===== config.mk =====
export PLATFORM = sky130hd
export DESIGN_NAME = bp_table_arbiter
export DESIGN_NICKNAME = d
export VERILOG_FILES = /design/src/rtl/bp_table_arbiter.sv
export SDC_FILE = /design/constraint.sdc
export NUM_CORES = 1
export LEC_CHECK = 0
export CORE_ASPECT_RATIO = 1.2
export CORE_MARGIN = 3
export CORE_UTILIZATION = 51
export CTS_CLUSTER_DIAMETER = 40
export CTS_CLUSTER_SIZE = 16
export DETAILED_ROUTE_END_ITERATION = 10
export PLACE_DENSITY = 0.82
export REMOVE_ABC_BUFFERS = 1
export SLEW_MARGIN = 10
export SYNTH_ARGS = -nofsm -noshare
export SYNTH_HDL_FRONTEND = slang
export SYNTH_SLANG_ARGS = --single-unit
export TNS_END_PERCENT = 30

===== constraint.sdc =====
create_clock -name i_clock -period 3.5 [get_ports i_clock]
set_clock_uncertainty 0.15 [all_clocks]
set_input_delay 0.525 -clock i_clock [delete_from_list [all_inputs] [get_ports i_clock]]
set_output_delay 0.525 -clock i_clock [all_outputs]
set_load 0.1 [all_outputs]

===== src/rtl/bp_table_arbiter.sv =====
// bp_table_arbiter: arbitrates a single-ported branch-predictor table between
// fetch-side lookups and retire-side updates. Updates are held in a small FIFO
// and applied as a read-modify-write of a 2-bit saturating counter. The table
// is cleared after reset.
// Optional feature macro: BP_STATS_EN (adds lookup / taken-prediction counters).
// Entry layout, MSB to LSB: {valid, tag, target, ctr[1:0]}.

`ifndef XLEN
`define XLEN 32
`endif

module bp_table_arbiter #(
    parameter int IDX_BITS   = 5,
    parameter int TAG_BITS   = 8,
    parameter int UQ_DEPTH   = 4,
    parameter int STARVE_MAX = 3,
    localparam int XL = `XLEN,
    localparam int E  = 1 + TAG_BITS + XL + 2,
    localparam int CW = $clog2(UQ_DEPTH) + 1,
    localparam int PW = $clog2(UQ_DEPTH),
    localparam int SW = $clog2(STARVE_MAX + 1) + 1,
    localparam int KW = IDX_BITS + TAG_BITS
) (
    input  logic                i_clock,
    input  logic                i_reset,
    input  logic                i_lu_req,
    input  logic [XL-1:0]       i_lu_pc,
    output logic                o_lu_gnt,
    output logic                o_lu_resp_valid,
    output logic                o_lu_taken,
    output logic [XL-1:0]       o_lu_target,
    input  logic                i_up_valid,
    output logic                o_up_ready,
    input  logic [XL-1:0]       i_up_pc,
    input  logic [XL-1:0]       i_up_target,
    input  logic                i_up_taken,
    output logic                o_tbl_en,
    output logic                o_tbl_we,
    output logic [IDX_BITS-1:0] o_tbl_idx,
    output logic [E-1:0]        o_tbl_wdata,
    input  logic [E-1:0]        i_tbl_rdata,
    output logic [CW-1:0]       o_uq_count
`ifdef BP_STATS_EN
    ,output logic [31:0]        o_stat_lookups
    ,output logic [31:0]        o_stat_taken
`endif
);

    localparam logic [1:0] S_CLEAR  = 2'd0;
    localparam logic [1:0] S_IDLE   = 2'd1;
    localparam logic [1:0] S_UPD_WR = 2'd2;

    logic [1:0]          r_state;
    logic [1:0]          w_state_nxt;
    logic [IDX_BITS-1:0] r_clr_idx;

    // Update queue; only the index/tag bits of the PC are needed downstream.
    logic [KW-1:0]       r_uq_key [UQ_DEPTH];
    logic [XL-1:0]       r_uq_tgt [UQ_DEPTH];
    logic                r_uq_tk  [UQ_DEPTH];
    logic [PW-1:0]       r_wr_ptr;
    logic [PW-1:0]       r_rd_ptr;
    logic [CW-1:0]       r_count;
    logic [SW-1:0]       r_starve;

    logic                r_resp_pend;
    logic [XL-1:0]       r_pc_q;

    logic                w_full;
    logic                w_empty;
    logic                w_push;
    logic                w_pop;
    logic                w_force;
    logic                w_gnt;
    logic                w_en;
    logic                w_we;
    logic [IDX_BITS-1:0] w_idx;
    logic [E-1:0]        w_wdata;

    logic [KW-1:0]       w_up_key;
    logic                w_unused_up_pc;
    logic [IDX_BITS-1:0] w_head_idx;
    logic [TAG_BITS-1:0] w_head_tag;
    logic [XL-1:0]       w_head_tgt;
    logic                w_head_tk;

    logic                w_rd_valid;
    logic [TAG_BITS-1:0] w_rd_tag;
    logic [XL-1:0]       w_rd_tgt;
    logic [1:0]          w_rd_ctr;
    logic                w_up_hit;
    logic [1:0]          w_new_ctr;
    logic                w_lu_hit;
    logic                w_lu_taken;

    assign w_up_key       = i_up_pc[KW+1:2];
    assign w_unused_up_pc = ^{i_up_pc[XL-1:KW+2], i_up_pc[1:0]};

    assign w_full  = (r_count == CW'(UQ_DEPTH));
    assign w_empty = (r_count == '0);
    assign w_push  = i_up_valid && !w_full;

    assign w_head_idx = r_uq_key[r_rd_ptr][IDX_BITS-1:0];
    assign w_head_tag = r_uq_key[r_rd_ptr][KW-1:IDX_BITS];
    assign w_head_tgt = r_uq_tgt[r_rd_ptr];
    assign w_head_tk  = r_uq_tk[r_rd_ptr];

    assign w_rd_valid = i_tbl_rdata[E-1];
    assign w_rd_tag   = i_tbl_rdata[E-2 -: TAG_BITS];
    assign w_rd_tgt   = i_tbl_rdata[XL+1:2];
    assign w_rd_ctr   = i_tbl_rdata[1:0];

    assign w_up_hit = w_rd_valid && (w_rd_tag == w_head_tag);

    // Saturating 2-bit counter step in the resolved direction.
    always_comb begin
        w_new_ctr = w_rd_ctr;
        if (w_head_tk) begin
            if (w_rd_ctr != 2'b11) w_new_ctr = w_rd_ctr + 2'b01;
        end else begin
            if (w_rd_ctr != 2'b00) w_new_ctr = w_rd_ctr - 2'b01;
        end
    end

    // Table port arbitration and next-state selection.
    always_comb begin
        w_state_nxt = r_state;
        w_en        = 1'b0;
        w_we        = 1'b0;
        w_idx       = '0;
        w_wdata     = '0;
        w_gnt       = 1'b0;
        w_force     = 1'b0;
        w_pop       = 1'b0;
        case (r_state)
            S_CLEAR: begin
                w_en  = 1'b1;
                w_we  = 1'b1;
                w_idx = r_clr_idx;
                if (&r_clr_idx) w_state_nxt = S_IDLE;
            end
            S_IDLE: begin
                if (!w_empty && (!i_lu_req || w_full ||
                                 r_starve == SW'(STARVE_MAX))) begin
                    w_force     = 1'b1;
                    w_en        = 1'b1;
                    w_idx       = w_head_idx;
                    w_state_nxt = S_UPD_WR;
                end else if (i_lu_req) begin
                    w_gnt = 1'b1;
                    w_en  = 1'b1;
                    w_idx = i_lu_pc[IDX_BITS+1:2];
                end
            end
            S_UPD_WR: begin
                w_pop       = 1'b1;
                w_idx       = w_head_idx;
                w_state_nxt = S_IDLE;
                if (w_up_hit) begin
                    w_en    = 1'b1;
                    w_we    = 1'b1;
                    w_wdata = {1'b1, w_rd_tag,
                               (w_head_tk ? w_head_tgt : w_rd_tgt), w_new_ctr};
                end else if (w_head_tk) begin
                    // Miss on a taken branch allocates in weakly-taken.
                    w_en    = 1'b1;
                    w_we    = 1'b1;
                    w_wdata = {1'b1, w_head_tag, w_head_tgt, 2'b10};
                end
            end
            default: w_state_nxt = S_CLEAR;
        endcase
    end

    // State register and clear-index walker.
    always_ff @(posedge i_clock or posedge i_reset) begin
        if (i_reset) begin
            r_state   <= S_CLEAR;
            r_clr_idx <= '0;
        end else begin
            r_state <= w_state_nxt;
            if (r_state == S_CLEAR) r_clr_idx <= r_clr_idx + IDX_BITS'(1);
        end
    end

    // Queue storage; contents are don't-care while the slot is unoccupied.
    always_ff @(posedge i_clock) begin
        if (w_push) begin
            r_uq_key[r_wr_ptr] <= w_up_key;
            r_uq_tgt[r_wr_ptr] <= i_up_target;
            r_uq_tk[r_wr_ptr]  <= i_up_taken;
        end
    end

    // Queue pointers and occupancy.
    always_ff @(posedge i_clock or posedge i_reset) begin
        if (i_reset) begin
            r_wr_ptr <= '0;
            r_rd_ptr <= '0;
            r_count  <= '0;
        end else begin
            if (w_push) r_wr_ptr <= r_wr_ptr + PW'(1);
            if (w_pop)  r_rd_ptr <= r_rd_ptr + PW'(1);
            case ({w_push, w_pop})
                2'b10:   r_count <= r_count + CW'(1);
                2'b01:   r_count <= r_count - CW'(1);
                default: r_count <= r_count;
            endcase
        end
    end

    // Starvation counter: lookups granted while updates wait.
    always_ff @(posedge i_clock or posedge i_reset) begin
        if (i_reset) begin
            r_starve <= '0;
        end else if (w_force) begin
            r_starve <= '0;
        end else if (w_gnt && !w_empty && r_starve != SW'(STARVE_MAX)) begin
            r_starve <= r_starve + SW'(1);
        end
    end

    // Lookup response pipeline: remember the granted PC for tag compare.
    always_ff @(posedge i_clock or posedge i_reset) begin
        if (i_reset) begin
            r_resp_pend <= 1'b0;
            r_pc_q      <= '0;
        end else begin
            r_resp_pend <= w_gnt;
            if (w_gnt) r_pc_q <= i_lu_pc;
        end
    end

    assign w_lu_hit   = w_rd_valid && (w_rd_tag == r_pc_q[KW+1:IDX_BITS+2]);
    assign w_lu_taken = r_resp_pend && w_lu_hit && w_rd_ctr[1];

    assign o_lu_gnt        = w_gnt;
    assign o_lu_resp_valid = r_resp_pend;
    assign o_lu_taken      = w_lu_taken;
    assign o_lu_target     = !r_resp_pend ? '0 :
                             (w_lu_taken ? w_rd_tgt : r_pc_q + XL'(4));
    assign o_up_ready      = !w_full;
    // The table must see no access while reset is held.
    assign o_tbl_en        = w_en && !i_reset;
    assign o_tbl_we        = w_we && !i_reset;
    assign o_tbl_idx       = w_idx;
    assign o_tbl_wdata     = w_wdata;
    assign o_uq_count      = r_count;

`ifdef BP_STATS_EN
    // Prediction statistics; both counters wrap.
    always_ff @(posedge i_clock or posedge i_reset) begin
        if (i_reset) begin
            o_stat_lookups <= '0;
            o_stat_taken   <= '0;
        end else if (r_resp_pend) begin
            o_stat_lookups <= o_stat_lookups + 32'd1;
            if (w_lu_taken) o_stat_taken <= o_stat_taken + 32'd1;
        end
    end
`endif

endmodule


Word level (Yosys, flattened, before mapping) --
Memories as Yosys holds them, arrays and structs flattened. Cells that the tools add are included.
Word-level totals: output and inout bits 89, memories 3, bits of input ports 144, flip-flop bits (word level) 50, memory bits (writable) 184
Operators by class: equality and inequality tests 12, reduce and logical (&&, ||, !) cells 23, muxes and demuxes 31, $add $sub $neg 9
Memory list:
- r_uq_tgt | words 4, bits a word 32, rd ports 1, clocked after memory_dff 0, wr ports 1, line 59 | logic [XL-1:0] r_uq_tgt [UQ_DEPTH];
- r_uq_key | words 4, bits a word 13, rd ports 1, clocked after memory_dff 0, wr ports 1, line 58 | logic [KW-1:0] r_uq_key [UQ_DEPTH];
- r_uq_tk | words 4, bits a word 1, rd ports 1, clocked after memory_dff 0, wr ports 1, line 60 | logic r_uq_tk [UQ_DEPTH];
Operators with widths (number):
- 43-bit 2-to-1 mux | 3
- 32-bit 2-to-1 mux | 3
- 32-bit by 3-bit adder with 32-bit output, second input constant | 1
- 8-bit == test | 2
- 5-bit case mux with 3 select lines | 1
- 1-bit 2-to-1 mux | 11
- 1-bit logical AND | 10
- 2-bit 2-to-1 mux | 5
- 5-bit 2-to-1 mux | 2
- 2-bit by 1-bit adder with 2-bit output, second input constant | 3
- 3-bit by 1-bit adder with 3-bit output, second input constant | 2
- 3-bit 2-to-1 mux | 2
- 2-bit != test, second input constant | 3
- 2-bit case mux with 3 select lines | 1
- 3-bit case mux with 2 select lines | 1
- 2-bit nonzero test | 3
- 5-bit by 1-bit adder with 5-bit output, second input constant | 1
- 5-bit AND reduction | 1
- 2-bit by 1-bit == test with 1-bit output, second input constant | 2
- 2-bit == test, second input constant | 2
- 1-bit zero test | 4
- 3-bit by 2-bit == test with 1-bit output, second input constant | 1
- 3-bit == test, second input constant | 1
- 3-bit zero test | 1
- 8 further kinds | 9

Depth between registers and ports, before layout --
Gate-level depths: netlist of run 1.
word-level depth 10, gate-level depth with buffers 9, depth with buffers taken out 9

Worst setup path after synthesis of run 1 --
Ideal clock, no wire load.
kind flip-flop to output port, start point register r_rd_ptr[0], end point output o_tbl_wdata[39], arrival 6.366 ns, stages on the path, launching flop included 8, path buffers 2, slack -3.541 ns, data required time 2.825 ns, cell sequence dfrtp_1 buf_6 buf_6 mux4_2 xor2_1 a211oi_4 a21boi_2 a2111oi_0
Between the ends: longest elaborated chain between the ends 5, elaborated cells between the ends (all ways) 7
RTL lines:
- start: declaration | line 62 | logic [PW-1:0] r_rd_ptr;
- start signal: assignment | line 203 | if (w_pop) r_rd_ptr <= r_rd_ptr + PW'(1);
- memory read 4 x 13 bit
- 8-bit == test | line 113 | assign w_up_hit = w_rd_valid && (w_rd_tag == w_head_tag);
- 1-bit logical AND | line 113
- 43-bit 2-to-1 mux (*) | line 159 | if (w_up_hit) begin
- 43-bit 2-to-1 mux (*) | line 135 | case (r_state)
- end: declaration | line 40 | output logic [E-1:0] o_tbl_wdata,
Mark *: on every way between the ends. The rest lies on a longest branch, timed or not.

Worst setup path after layout of run 1 --
start point register r_rd_ptr[0], end point output o_tbl_wdata[36]
Same word-level chain as after synthesis.

==> results of run 1 <==
[state kept, by name (all words and copies together) (netlist names)]
signal / flops
o_lu_resp_valid: 1
r_uq_tgt: 128
r_state: 2
r_uq_key: 52
r_clr_idx: 5
o_uq_count: 3
r_starve: 3
r_rd_ptr: 2
r_uq_tk: 4
r_pc_q: 32
r_wr_ptr: 2
[how the worst max path moves through the flow]
stage	slack, ps	endpoint	start	depth (start not counted)
after detailed placement	-80	o_tbl_wdata[39]	i_tbl_rdata[40]	8
after global placement	-40	o_tbl_wdata[39]	i_tbl_rdata[40]	8
after global routing	-510	o_tbl_wdata[36]	r_rd_ptr[0]	10
final	-410	o_tbl_wdata[36]	r_rd_ptr[0]	10
after floorplan	-5190	o_tbl_wdata[39]	r_rd_ptr[0]	5
after CTS	-340	o_tbl_wdata[19]	r_rd_ptr[0]	8
[stage by stage]
stage	instances	hold slack [ps]	cell area, sq um	utilization	setup TNS (ps)
after floorplan	699	293	10400	-	-245870
after global placement	1206	305	14000	0.691	-38.3
after detailed placement	1206	316	14000	0.691	-83.5
after CTS	1264	277	15300	0.751	-12970
after global routing	1274	325	15600	0.765	-18650
final	1274	286	15600	0.765	-14240
[placed cells by master (no fill, tap or decap), types with 21 or more instances in the layout]
master,instances
xnor2_1,21
edfxtp_1,184
dfrtp_1,45
nand2_1,133
clkbuf_16,27
buf_4,31
buf_12,95
xor2_1,27
mux4_2,43
clkdlybuf4s50_1,125
[layout make-up]
cell class	count	share of cell area
Sequential cell	234	0.436
Multi-Input combinational cell	446	0.254
Antenna cell	3	0.000483
Tap cell	265	0.0213
Inverter	20	0.00483
Timing Repair Buffer	258	0.224
Clock buffer	27	0.0434
Clock inverter	21	0.0160
[metal layers]
metal	part of all wire	GRT usage
met3	0.088	0.0591
met1	0.36	0.351
met5	0.00035	0
met2	0.52	0.464
met4	0.036	0.103
[critical path, cell delays in order (launching register included)]
cell and delay (ps):
dfrtp_4 510, buf_6 120, mux4_2 550, xor2_2 180, nor4_4 310, buf_4 180
a21boi_4 110, buf_6 190, nor3b_4 210, buf_4 160, buf_12 160
[power groups by stage]
stage	Sequential (W)	Clock, W	Combinational, W
floorplan	0.00446	0	0.00284
global placement	0.00426	0	0.00465
detailed placement	0.00430	0	0.00472
CTS	0.00425	0.00292	0.00497
global route	0.00434	0.00303	0.00545
finish	0.00428	0.00288	0.00516
[kinds of logic (layout without fill, tap and decap cells)]
kind of cell,count (synthesis),in the layout
buf+inv,60,326
simple gates,237,238
compound gates,88,88
flops,234,234
fa+ha+maj,12,12
mux,58,58
xor+xnor,50,50
other cells,0,3
[what timing repair did]
item / 4_1_cts / 5_1_grt
endpoints found under the setup margin: 52 / 65
cloned: 2 / 0
buffers inserted: 8 / 7
gates resized for setup: 36 / 33
pin swaps: 19 / 10
==> impl_metrics.py, run 1 <==
metrics = {
    "worst_setup_path": {
        "critPathRequiredTime_ps": 2820,
        "reg2regPathDepth": 9,
        "cp-start-kind": "flop",
        "end_kind": "output port",
        "rr_endpoint": "o_uq_count[2]",
        "path_class": "flop to output port",
        "crit_fanout": 8,
        "critPathArrivalTime_ps": 3240,
        "r2r_setup_slack_ps": 870,
        "r2r-start": "r_state[0]",
    },
    "placed_design": {
        "pre_cts_ws_ps": -83.5,
        "io_buffers": 213,
        "gp_congestion": 0.828,
        "hpwl_mm": 19.7,
    },
    "synth": {
        "avgSynthCellArea_sq_um": 14.4,
        "async_flop_share": 0.214,
        "yosys-mux-area-fraction": 0.106,
        "ys_types": 51,
        "ys_warn_count": 0,
        "synth_top_area_frac": 0.520,
        "synth_flop_cell": "edfxtp_1",
        "yosysTopAreaCell": "edfxtp_1",
        "seq_area_frac_synth": 0.638,
        "synth_xor_area_frac": 0.0412,
        "synth_cells": 739,
        "synth_area_leaders": "edfxtp_1, dfrtp_1, mux4_2",
        "synth_compound_area_frac": 0.0692,
        "synth-seq-cells": 234,
        "netlist_area_sq_mm": 0.0106,
        "synth_most_common_cell": "edfxtp_1",
        "synth_top_family_by_area": "multiplexers",
        "synth_edf_count": 184,
        "synth_commonest_cells": "edfxtp_1, nand2_1, dfrtp_1, mux4_2, a22o_1",
        "synth-simple-area-share": 0.104,
        "synth_fa_ha_area_frac": 0.0146,
    },
    "timing": {
        "slew_headroom": 0.357,
        "fmax_ghz": 0.256,
        "tightest_slew_ps": 962,
        "setup_ws_ps": -410,
        "slew_viol_final": 0,
        "post-route-min-period_ps": 3910,
        "period_share": 1.12,
        "finalSetupViolCount": 47,
        "hold_viol": 0,
        "rsz0062_at_grt": "yes",
    },
    "routing": {
        "num_vias": 7570,
        "ant_nets": 0,
        "dr.pass1.iters": 5,
        "via_per_inst": 5.94,
        "drt_wl_total_mm": 31.5,
        "drcViolationCount": 0,
        "drt-initial-drc-count": 605,
        "wire_per_inst_um": 24.8,
    },
    "clocking": {
        "cts_tree": "yes",
        "cts_root_buffer": "clkbuf_16",
        "htree_levels": 1,
        "clockBufferDepth": 3,
        "cts-buffers-inserted": 26,
        "path_clk_slew_ps": 70,
        "insertion_delay_ps": 530,
        "hold_buffers": 0,
        "clock-sinks": 234,
    },
    "pwr": {
        "swShare": 0.391,
        "power_w": 0.0123,
        "p_seq_frac": 0.347,
        "p_int_w": 0.00751,
        "switchingPower_w": 0.00482,
        "clkPwrFrac": 0.234,
        "ir_worst_vdd_v": 0.000643,
        "cellLeakagePower_nw": 5.98,
        "power.density_mw_per_mm2": 792,
        "comb_power_share": 0.419,
    },
    "outcome": {
        "violations": "setup timing",
        "status": "finished with violations",
    },
    "global_routing": {
        "grt_antenna_before_repair": 4,
        "grtUsageTotal": 0.275,
        "grt_overflow": 0,
        "grt_max_degree": 40,
        "grt_pass1_wl_mm": 46.3,
        "grt_pass1_vias": 7868,
    },
    "cells_and_area": {
        "regArea_sq_mm": 0.00679,
        "layout.nets": 1141,
        "drive_gt1_frac": 0.290,
        "area_growth_pct": 46.4,
        "n_fill_cell": 1155,
        "multiInputGateArea_sq_mm": 0.00395,
    },
    "die": {
        "die_height_um": 164,
        "io_pins": 233,
        "core_sq_mm": 0.0203,
        "die_area_sq_mm": 0.0226,
        "rows": 57,
        "die_w_um": 138,
        "initial_core_util": 0.523,
    },
    "run": {
        "maxCapViolations": 0,
    },
    "hold_path": {
        "hp-class": "primary input to async pin",
    },
}
No activity file was read; power rests on OpenSTA's default activity.
==> run 2, diff against run 1 <==
--- a/config.mk
+++ b/config.mk
@@ -13,6 +13,7 @@
 export DETAILED_ROUTE_END_ITERATION = 10
 export PLACE_DENSITY = 0.82
 export REMOVE_ABC_BUFFERS = 1
+export SKIP_LAST_GASP = 1
 export SLEW_MARGIN = 10
 export SYNTH_ARGS = -nofsm -noshare
 export SYNTH_HDL_FRONTEND = slang
==> impl_metrics.py, run 2 (synthesized netlist as in run 1, its figures left out) <==
metrics = {
    "outcome": {
        "status": "finished with violations",
        "violations": "setup timing",
    },
    "hold_path": {
        "hp-class": "flop to flop",
        "hold_start": "r_starve[2]",
    },
    "routing": {
        "wire_per_inst_um": 24.5,
        "maxUsedRoutingLayer": "met5",
        "drcViolationCount": 0,
        "met1Wirelength_mm": 11.4,
        "drt-initial-drc-count": 629,
        "drt_wl_total_mm": 31.4,
        "ant_nets": 0,
        "via_per_inst": 5.95,
        "num_vias": 7618,
        "dr.pass1.iters": 7,
        "met3_length_mm": 2.65,
        "dr_wl_met2_mm": 16.0,
    },
    "timing": {
        "finalSetupViolCount": 61,
        "tightest_slew_ps": 962,
        "period_share": 1.12,
        "slew_headroom": 0.357,
        "post-route-min-period_ps": 3910,
        "fmax_ghz": 0.255,
        "slew_viol_final": 0,
        "rsz0062_at_grt": "yes",
        "hold_viol": 0,
        "setup_ws_ps": -414,
    },
    "cells_and_area": {
        "top_regs": "r_uq_tgt: 128 flops, r_uq_key: 52 flops, r_pc_q: 32 flops",
        "layout.nets": 1147,
        "area_growth_pct": 44.8,
        "regMostFlops": "r_uq_tgt",
        "regArea_sq_mm": 0.00678,
        "final_cell_mix": "edfxtp_1, nand2_1, clkdlybuf4s50_1",
        "finalInstanceArea_sq_mm": 0.0154,
        "postLayoutCoreUtil": 0.757,
        "drive_gt1_frac": 0.267,
        "fin_cells": 1281,
        "layout_commonest_cell": "edfxtp_1",
        "largest_reg_flops": 128,
        "multiInputGateArea_sq_mm": 0.00376,
        "n_fill_cell": 1176,
    },
    "run": {
        "maxCapViolations": 0,
    },
    "pwr": {
        "power.density_mw_per_mm2": 802,
        "cellLeakagePower_nw": 5.89,
        "ir_worst_vdd_v": 0.000642,
    },
    "worst_setup_path": {
        "critPathArrivalTime_ps": 3240,
        "crit_fanout": 10,
        "path_class": "flop to output port",
        "r2r-start": "r_state[0]",
        "cp-startpoint": "r_rd_ptr[1]",
        "end_kind": "output port",
        "critPathRequiredTime_ps": 2820,
        "cp-start-kind": "flop",
    },
    "global_routing": {
        "grt_pass1_wl_mm": 46.0,
        "grt_pass1_vias": 7842,
        "grt_overflow": 0,
        "grt_max_degree": 40,
        "grt_antenna_before_repair": 4,
        "grtUsageTotal": 0.273,
    },
    "placed_design": {
        "place_area_sq_mm": 0.0140,
        "placed_cells": 1206,
        "io_buffers": 213,
        "gp_congestion": 0.828,
        "hpwl_mm": 19.7,
    },
    "clocking": {
        "clockBufferDepth": 3,
        "htree_levels": 1,
        "path_clk_slew_ps": 60,
        "clock-sinks": 234,
        "cts_root_buffer": "clkbuf_16",
        "cts_tree": "yes",
        "insertion_delay_ps": 530,
        "cts-buffers-inserted": 26,
        "hold_buffers": 0,
    },
    "die": {
        "die_w_um": 138,
        "core_sq_mm": 0.0203,
        "rows": 57,
        "die_area_sq_mm": 0.0226,
        "initial_core_util": 0.523,
        "die_height_um": 164,
        "io_pins": 233,
    },
}
==> run 2: cell types whose count changed in the layout (fill, tap and decap cells not counted), sizes merged <==
cell           previous run  this run
buf                     132       138
clkdlybuf4s50           125       126
diode                     3         4
dlymetal6s2s              1         0
==> run 2: per-layer routing <==
layer  track usage  vias up
met5             0        -
met4         0.109        2
met3        0.0613       94
met2         0.456      411
met1         0.349     3816
li1              -     3295
==> run 2: final timing paths <==
path,cells past startpoint,end,slack (ps)
setup / recovery,11,o_tbl_wdata[36],-410
hold / removal,2,r_starve[2],330
setup reg to reg,9,o_uq_count[2],850
hold reg to reg,2,r_starve[2],330
max in group asynchronous,3,r_clr_idx[2],2230
min in group asynchronous,2,r_starve[0],340
==> run 2: repair_timing <==
item                       4_1_cts  5_1_grt
pin swaps                        5        4
setup endpoints to repair       52       64
setup buffers                    8       13
cloned                           2        0
resized for setup               25       11
==> run 2: stage by stage <==
step           hold WS (ps)  setup TNS, ps  total power [W]  worst slack, ps
2_1_floorplan           293        -245870          0.00730            -5190
3_3_place_gp            305          -38.3          0.00891            -38.3
3_5_place_dp            316          -83.5          0.00902            -83.5
4_1_cts                 261         -13610           0.0121             -345
5_1_grt                 351         -19600           0.0128             -443
6_report                333         -15380           0.0123             -414
==> run 2: final cells by class <==
type / count / area share
diodes: 4 / 0.000651
clock buffers: 27 / 0.0439
clock inverters: 21 / 0.0162
inverters: 20 / 0.00488
multi-input cells: 446 / 0.245
flip-flops and latches: 234 / 0.441
well taps: 265 / 0.0216
repair buffers: 264 / 0.227
==> run 2: where the power goes <==
part	internal [W]	total (W)	switching [W]	leakage, nW
Clock	0.00168	0.00289	0.00121	0.445
Combinational	0.00207	0.00519	0.00312	3.14
Sequential	0.00377	0.00427	0.000493	2.30
Total	0.00752	0.0123	0.00482	5.89
==> run 2: worst max-delay path, cell delays in order, from the launching register on <==
cell      delay (ps)
dfrtp_4          560
buf_4            170
mux2i_2          310
xor2_1           210
nand3_1          140
a211oi_4         300
buf_4            190
a21boi_4         120
buf_6            160
nor3b_4          210
buf_4            160
buf_12           160
